--- src/rtl/des_pkg.sv ---
// Shared DES constants: block/half widths, IP and inverse-IP tables, and the
// occupancy-state enum of the 2-entry block buffer.
package des_pkg;

  localparam int BLK_W  = 64;
  localparam int HALF_W = 32;

  // Entry k names the 1-based DES input bit that lands on output bit k+1.
  localparam logic [6:0] IP_TABLE [64] = '{
    7'd58, 7'd50, 7'd42, 7'd34, 7'd26, 7'd18, 7'd10, 7'd2,
    7'd60, 7'd52, 7'd44, 7'd36, 7'd28, 7'd20, 7'd12, 7'd4,
    7'd62, 7'd54, 7'd46, 7'd38, 7'd30, 7'd22, 7'd14, 7'd6,
    7'd64, 7'd56, 7'd48, 7'd40, 7'd32, 7'd24, 7'd16, 7'd8,
    7'd57, 7'd49, 7'd41, 7'd33, 7'd25, 7'd17, 7'd9,  7'd1,
    7'd59, 7'd51, 7'd43, 7'd35, 7'd27, 7'd19, 7'd11, 7'd3,
    7'd61, 7'd53, 7'd45, 7'd37, 7'd29, 7'd21, 7'd13, 7'd5,
    7'd63, 7'd55, 7'd47, 7'd39, 7'd31, 7'd23, 7'd15, 7'd7
  };

  localparam logic [6:0] IP_INV_TABLE [64] = '{
    7'd40, 7'd8, 7'd48, 7'd16, 7'd56, 7'd24, 7'd64, 7'd32,
    7'd39, 7'd7, 7'd47, 7'd15, 7'd55, 7'd23, 7'd63, 7'd31,
    7'd38, 7'd6, 7'd46, 7'd14, 7'd54, 7'd22, 7'd62, 7'd30,
    7'd37, 7'd5, 7'd45, 7'd13, 7'd53, 7'd21, 7'd61, 7'd29,
    7'd36, 7'd4, 7'd44, 7'd12, 7'd52, 7'd20, 7'd60, 7'd28,
    7'd35, 7'd3, 7'd43, 7'd11, 7'd51, 7'd19, 7'd59, 7'd27,
    7'd34, 7'd2, 7'd42, 7'd10, 7'd50, 7'd18, 7'd58, 7'd26,
    7'd33, 7'd1, 7'd41, 7'd9,  7'd49, 7'd17, 7'd57, 7'd25
  };

  typedef enum logic [1:0] {
    OCC_EMPTY = 2'd0,
    OCC_ONE   = 2'd1,
    OCC_TWO   = 2'd2
  } occ_e;

  // Vector index (bit 63 = DES bit 1) of the source bit feeding output position k.
  function automatic logic [5:0] ip_src_bit(input logic [5:0] k);
    return 6'(7'd64 - IP_TABLE[k]);
  endfunction

endpackage

--- src/rtl/des_skid_buf.sv ---
// Two-entry valid/ready FIFO with registered input ready; head entry drives
// the output directly so presented data is a flop output.
module des_skid_buf
  import des_pkg::*;
#(
  parameter int W = 65
) (
  input  logic         clk,
  input  logic         rst_n,
  input  logic [W-1:0] in_data,
  input  logic         in_valid,
  output logic         in_ready,
  output logic [W-1:0] out_data,
  output logic         out_valid,
  input  logic         out_ready
);

  occ_e         state_q, state_d;
  logic [W-1:0] head_q, head_d;
  logic [W-1:0] tail_q, tail_d;
  logic         ready_q, ready_d;
  logic         in_fire_s, out_fire_s;

  assign out_valid = (state_q != OCC_EMPTY);
  assign out_data  = head_q;
  assign in_ready  = ready_q;

  // Next occupancy, entry moves and registered ready.
  always_comb begin
    state_d    = state_q;
    head_d     = head_q;
    tail_d     = tail_q;
    in_fire_s  = in_valid & ready_q;
    out_fire_s = out_valid & out_ready;
    case (state_q)
      OCC_EMPTY: begin
        if (in_fire_s) begin
          head_d  = in_data;
          state_d = OCC_ONE;
        end else begin
          state_d = OCC_EMPTY;
        end
      end
      OCC_ONE: begin
        if (in_fire_s && out_fire_s) begin
          head_d = in_data;
        end else if (in_fire_s) begin
          tail_d  = in_data;
          state_d = OCC_TWO;
        end else if (out_fire_s) begin
          state_d = OCC_EMPTY;
        end else begin
          state_d = OCC_ONE;
        end
      end
      OCC_TWO: begin
        if (out_fire_s) begin
          head_d  = tail_q;
          state_d = OCC_ONE;
        end else begin
          state_d = OCC_TWO;
        end
      end
      default: state_d = OCC_EMPTY;
    endcase
    ready_d = (state_d != OCC_TWO);
  end

  // State and storage registers; reset clears everything, including ready.
  always_ff @(posedge clk or negedge rst_n) begin
    if (!rst_n) begin
      state_q <= OCC_EMPTY;
      head_q  <= '0;
      tail_q  <= '0;
      ready_q <= 1'b0;
    end else begin
      state_q <= state_d;
      head_q  <= head_d;
      tail_q  <= tail_d;
      ready_q <= ready_d;
    end
  end

endmodule

--- src/rtl/des_ip_stage.sv ---
// DES initial-permutation stage feeding a 2-entry buffer of {L0, R0, decrypt}.
// Optional accepted-block counter enabled by macro DES_IP_STAGE_CNT_EN.
module des_ip_stage
  import des_pkg::*;
#(
  parameter int CNT_W = 32
) (
  input  logic              clk_in,
  input  logic              rst_n_in,
  input  logic [BLK_W-1:0]  data_in,
  input  logic              decrypt_in,
  input  logic              data_in_valid,
  output logic              data_in_ready,
  output logic [HALF_W-1:0] ip_l_out,
  output logic [HALF_W-1:0] ip_r_out,
  output logic              decrypt_out,
  output logic              ip_out_valid,
  input  logic              ip_out_ready
`ifdef DES_IP_STAGE_CNT_EN
  ,
  output logic [CNT_W-1:0]  blk_cnt_out
`endif
);

  logic [BLK_W-1:0] perm_s;
  logic [BLK_W:0]   buf_out_s;

  // Pure wiring: stored entries are already permuted.
  for (genvar k = 0; k < BLK_W; k++) begin : g_ip
    assign perm_s[BLK_W-1-k] = data_in[ip_src_bit(6'(k))];
  end

  des_skid_buf #(
    .W (BLK_W + 1)
  ) u_buf (
    .clk       (clk_in),
    .rst_n     (rst_n_in),
    .in_data   ({perm_s, decrypt_in}),
    .in_valid  (data_in_valid),
    .in_ready  (data_in_ready),
    .out_data  (buf_out_s),
    .out_valid (ip_out_valid),
    .out_ready (ip_out_ready)
  );

  assign ip_l_out    = buf_out_s[BLK_W:HALF_W+1];
  assign ip_r_out    = buf_out_s[HALF_W:1];
  assign decrypt_out = buf_out_s[0];

`ifdef DES_IP_STAGE_CNT_EN
  logic [CNT_W-1:0] blk_cnt_q, blk_cnt_d;

  // Count input transfers, wrapping naturally at 2^CNT_W.
  always_comb begin
    if (data_in_valid && data_in_ready) begin
      blk_cnt_d = blk_cnt_q + {{(CNT_W-1){1'b0}}, 1'b1};
    end else begin
      blk_cnt_d = blk_cnt_q;
    end
  end

  // Counter register.
  always_ff @(posedge clk_in or negedge rst_n_in) begin
    if (!rst_n_in) begin
      blk_cnt_q <= '0;
    end else begin
      blk_cnt_q <= blk_cnt_d;
    end
  end

  assign blk_cnt_out = blk_cnt_q;
`endif

endmodule

--- config.mk ---
export PLATFORM = sky130hd
export DESIGN_NAME = des_ip_stage
export DESIGN_NICKNAME = d
export VERILOG_FILES = /design/src/rtl/des_pkg.sv /design/src/rtl/des_skid_buf.sv /design/src/rtl/des_ip_stage.sv
export SDC_FILE = /design/constraint.sdc
export NUM_CORES = 1
export LEC_CHECK = 0
export ABC_AREA = 0
export CAP_MARGIN = 20
export CORE_UTILIZATION = 50
export DETAILED_ROUTE_END_ITERATION = 10
export PLACE_DENSITY = 0.82
export RECOVER_POWER = 100
export SETUP_SLACK_MARGIN = 0.3
export SLEW_MARGIN = 0
export SYNTH_ARGS = -nofsm -noshare
export SYNTH_HDL_FRONTEND = slang
export SYNTH_HIERARCHICAL = 1
export SYNTH_SLANG_ARGS = --single-unit
--- constraint.sdc ---
create_clock -name clk_in -period 1.93 [get_ports clk_in]
set_clock_uncertainty 0.05 [all_clocks]
set_input_delay 0.579 -clock clk_in [delete_from_list [all_inputs] [get_ports clk_in]]
set_output_delay 0.579 -clock clk_in [all_outputs]
set_load 0.1 [all_outputs]
==> flow_summary.ini <==
[critical_path]
crit_family = buffers and inverters
cp.required_ns = 2.23
worst-path-buf-inv = 6
path_depth = 9
endpoint_kind = register
path_max_fanout = 8
max_stage_delay_ns = 0.44
r2r_cells = 9
path_cells = buf_6 > nand3b_1 > buf_6 > o21ai_4 > buf_12 > buf_4 > buf_12 > buf_4 > o21a_1
cp-start-kind = register
criticalPathCategory = register to register
cp_slowest_cell = dfrtp_2
critPathArrivalTime_ns = 2.21

[sta]
tightest_slew_ns = 0.933
layout_setup_ws_ns = 0.0243
setup_viol = 0
max_slew_margin_pct = 37.8
hold_violations = 0
fin_tns_setup_ns = 0
timing.final.crit_share_pct = 98.7
fmax_mhz = 525
min_period_ns = 1.91
report.final.slew_viol_count = 0
rsz0062_at_grt = true

[synth]
yosysWarningCount = 6
ys_async_sr_fraction_pct = 100
synth_cells = 378
synth_area_leaders = dfrtp_1 (58%), mux2_4 (13%), o32a_1 (11%), o21a_1 (8.6%), mux2_2 (3.0%)
synth_edf_count = 0
synth_top_area_share_pct = 58.5
ys.flop_type = dfrtp_1
synth_top_cell_by_area = dfrtp_1
syn_area_per_cell_um2 = 15.1
yosysUniqueCellTypes = 23
synth_nets = 447
syn_area_um2 = 5690
synth_seq_cells = 133
synth-seq-area-share_pct = 58.5

[floorplan]
die_area_um2 = 11800
start_util_pct = 51.8
row_count = 38
die_y_um = 109
chipWidth_um = 109
core_um2 = 11000
ios = 136

[layout]
layout-drive-gt1-share_pct = 38.1
syn_to_final_growth_pct = 44.8
nNetsFinal = 649

[clock_network]
clockBufferDepth = 2
cts.sinks = 133
numCtsBuffers = 17
cts_hold_buffers = 0
clk_latency_ns = 0.42
htree_num_levels = 4
root_buffer = clkbuf_16
cts_tree = built
cts.reportedPaths.clkPinSlew_ns = 0.06

[route]
postRouteAntennaNets = 0
drt-vias-per-instance = 6.20
route.detailed.drc = 0
drt-total-wl_mm = 19.5
vias = 4521
drt-initial-drc-count = 348
wl_per_cell_um = 26.7
dr.pass1.iters = 7

[run]
max_cap_viol_count = 0

[grt]
grt_usage_pct = 31.3
grt_start_max_net_pins = 38
antenna_found_initial = 1
grt_overflow_total = 0
grt_pass1_vias = 4742
grt_pass1_wl_mm = 26.8

[run_status]
status = complete, no violations

[placed_design]
gp_congestion = 0.808
pre_cts_ws_ns = -0.285
port_buffers = 135
dp_hpwl_mm = 9.37

[hold_path]
hp-class = input pin to asynchronous set/reset pin
-- cells by family (layout without fill, tap and decap cells) --
| group | after synthesis | count (layout) | synth area share [%] |
|---|---|---|---|
| compound gates | 134 | 134 | 20.4 |
| flops | 133 | 133 | 58.5 |
| mux | 66 | 66 | 16.3 |
| simple gates | 9 | 9 | 1.08 |
| other cells | 0 | 1 | 0 |
| buf+inv | 36 | 246 | 3.71 |
-- through the flow --
step | utilization, % | hold WS, ns | instances | area, um^2
finish | 75.1 | 0.139 | 729 | 8240
global route | 75.1 | 0.178 | 729 | 8240
CTS | 83.4 | 0.0376 | 703 | 9160
detailed placement | 72.4 | 0.447 | 639 | 7950
global placement | 72.4 | 0.439 | 639 | 7950
floorplan | - | 0.233 | 378 | 5700
-- final cells by class --
class | instances | area, um^2
Antenna cell | 1 | 2.50
Clock buffer | 22 | 494
Clock inverter | 5 | 75.1
Fill cell | 670 | 2740
Inverter | 1 | 3.75
Multi-Input combinational cell | 209 | 2100
Sequential cell | 133 | 3330
Tap cell | 140 | 175
Timing Repair Buffer | 218 | 2060
-- synth_stat cells (2+ instances only) --
library cell	instances
buf_2	19
buf_4	2
buf_6	6
clkbuf_1	7
dfrtp_1	133
mux2_2	15
mux2_4	50
nand2_1	2
nand3b_1	2
o21a_1	65
o32a_1	65
-- worst reg2reg max path, cell delays in order (launching register included) --
cell and delay (ns):
dfrtp_2 0.44, buf_6 0.14, nand3b_1 0.19, buf_6 0.17
o21ai_4 0.17, buf_12 0.15, buf_4 0.12, buf_12 0.09
buf_4 0.16, o21a_1 0.16
-- registers in the layout (all words and copies together) (netlist names) --
signal	cells
u_buf/out_data	65
u_buf/tail_q	65
u_buf/state_q	2
u_buf/in_ready	1
-- cell usage in the layout, fill, tap and decap left out, types with 2 or more instances in the layout --
cell type	synthesis	layout
clkbuf_2	0	10
bufinv_16	0	2
mux2_2	15	15
buf_4	2	39
dfrtp_1	133	131
dlygate4sd2_1	0	2
nand3b_1	2	2
o32a_1	65	65
clkdlybuf4s50_1	0	65
buf_12	0	12
clkbuf_16	0	18
clkinv_2	0	3
buf_16	0	4
buf_6	6	11
mux2_1	0	21
o21a_1	65	65
clkbuf_8	0	5
clkbuf_1	7	5
clkbuf_4	0	68
mux2_4	50	29
-- worst paths after layout --
path	startpoint	end	slack, ns
min in group clk_in	u_buf/out_data[44]	u_buf/out_data[44]	0.44
max	u_buf/state_q[1]	u_buf/out_data[51]	0.02
min	rst_n_in	u_buf/tail_q[50]	0.14
max in group asynchronous	rst_n_in	u_buf/tail_q[30]	0.31
max reg2reg	u_buf/state_q[1]	u_buf/out_data[51]	0.02
min reg2reg	u_buf/out_data[44]	u_buf/out_data[44]	0.44
-- what timing repair did --
action	4_1_cts	5_1_grt
resized for setup	25	14
pin swaps	4	3
endpoints found under the setup margin	196	197
cloned	9	4
buffers inserted	28	21
-- metal layers --
metal	vias to the layer above	GRT usage [%]	share of wire [%]
met5	-	0	0
met3	75	7.47	6.3
met2	252	52.5	50
met1	2320	37.7	38
met4	0	15.3	4.9
li1	1874	-	-
Power is left out: the tool's default activity adds up to more than one toggle a clock period on the data nets, which glitch-free logic cannot reach.
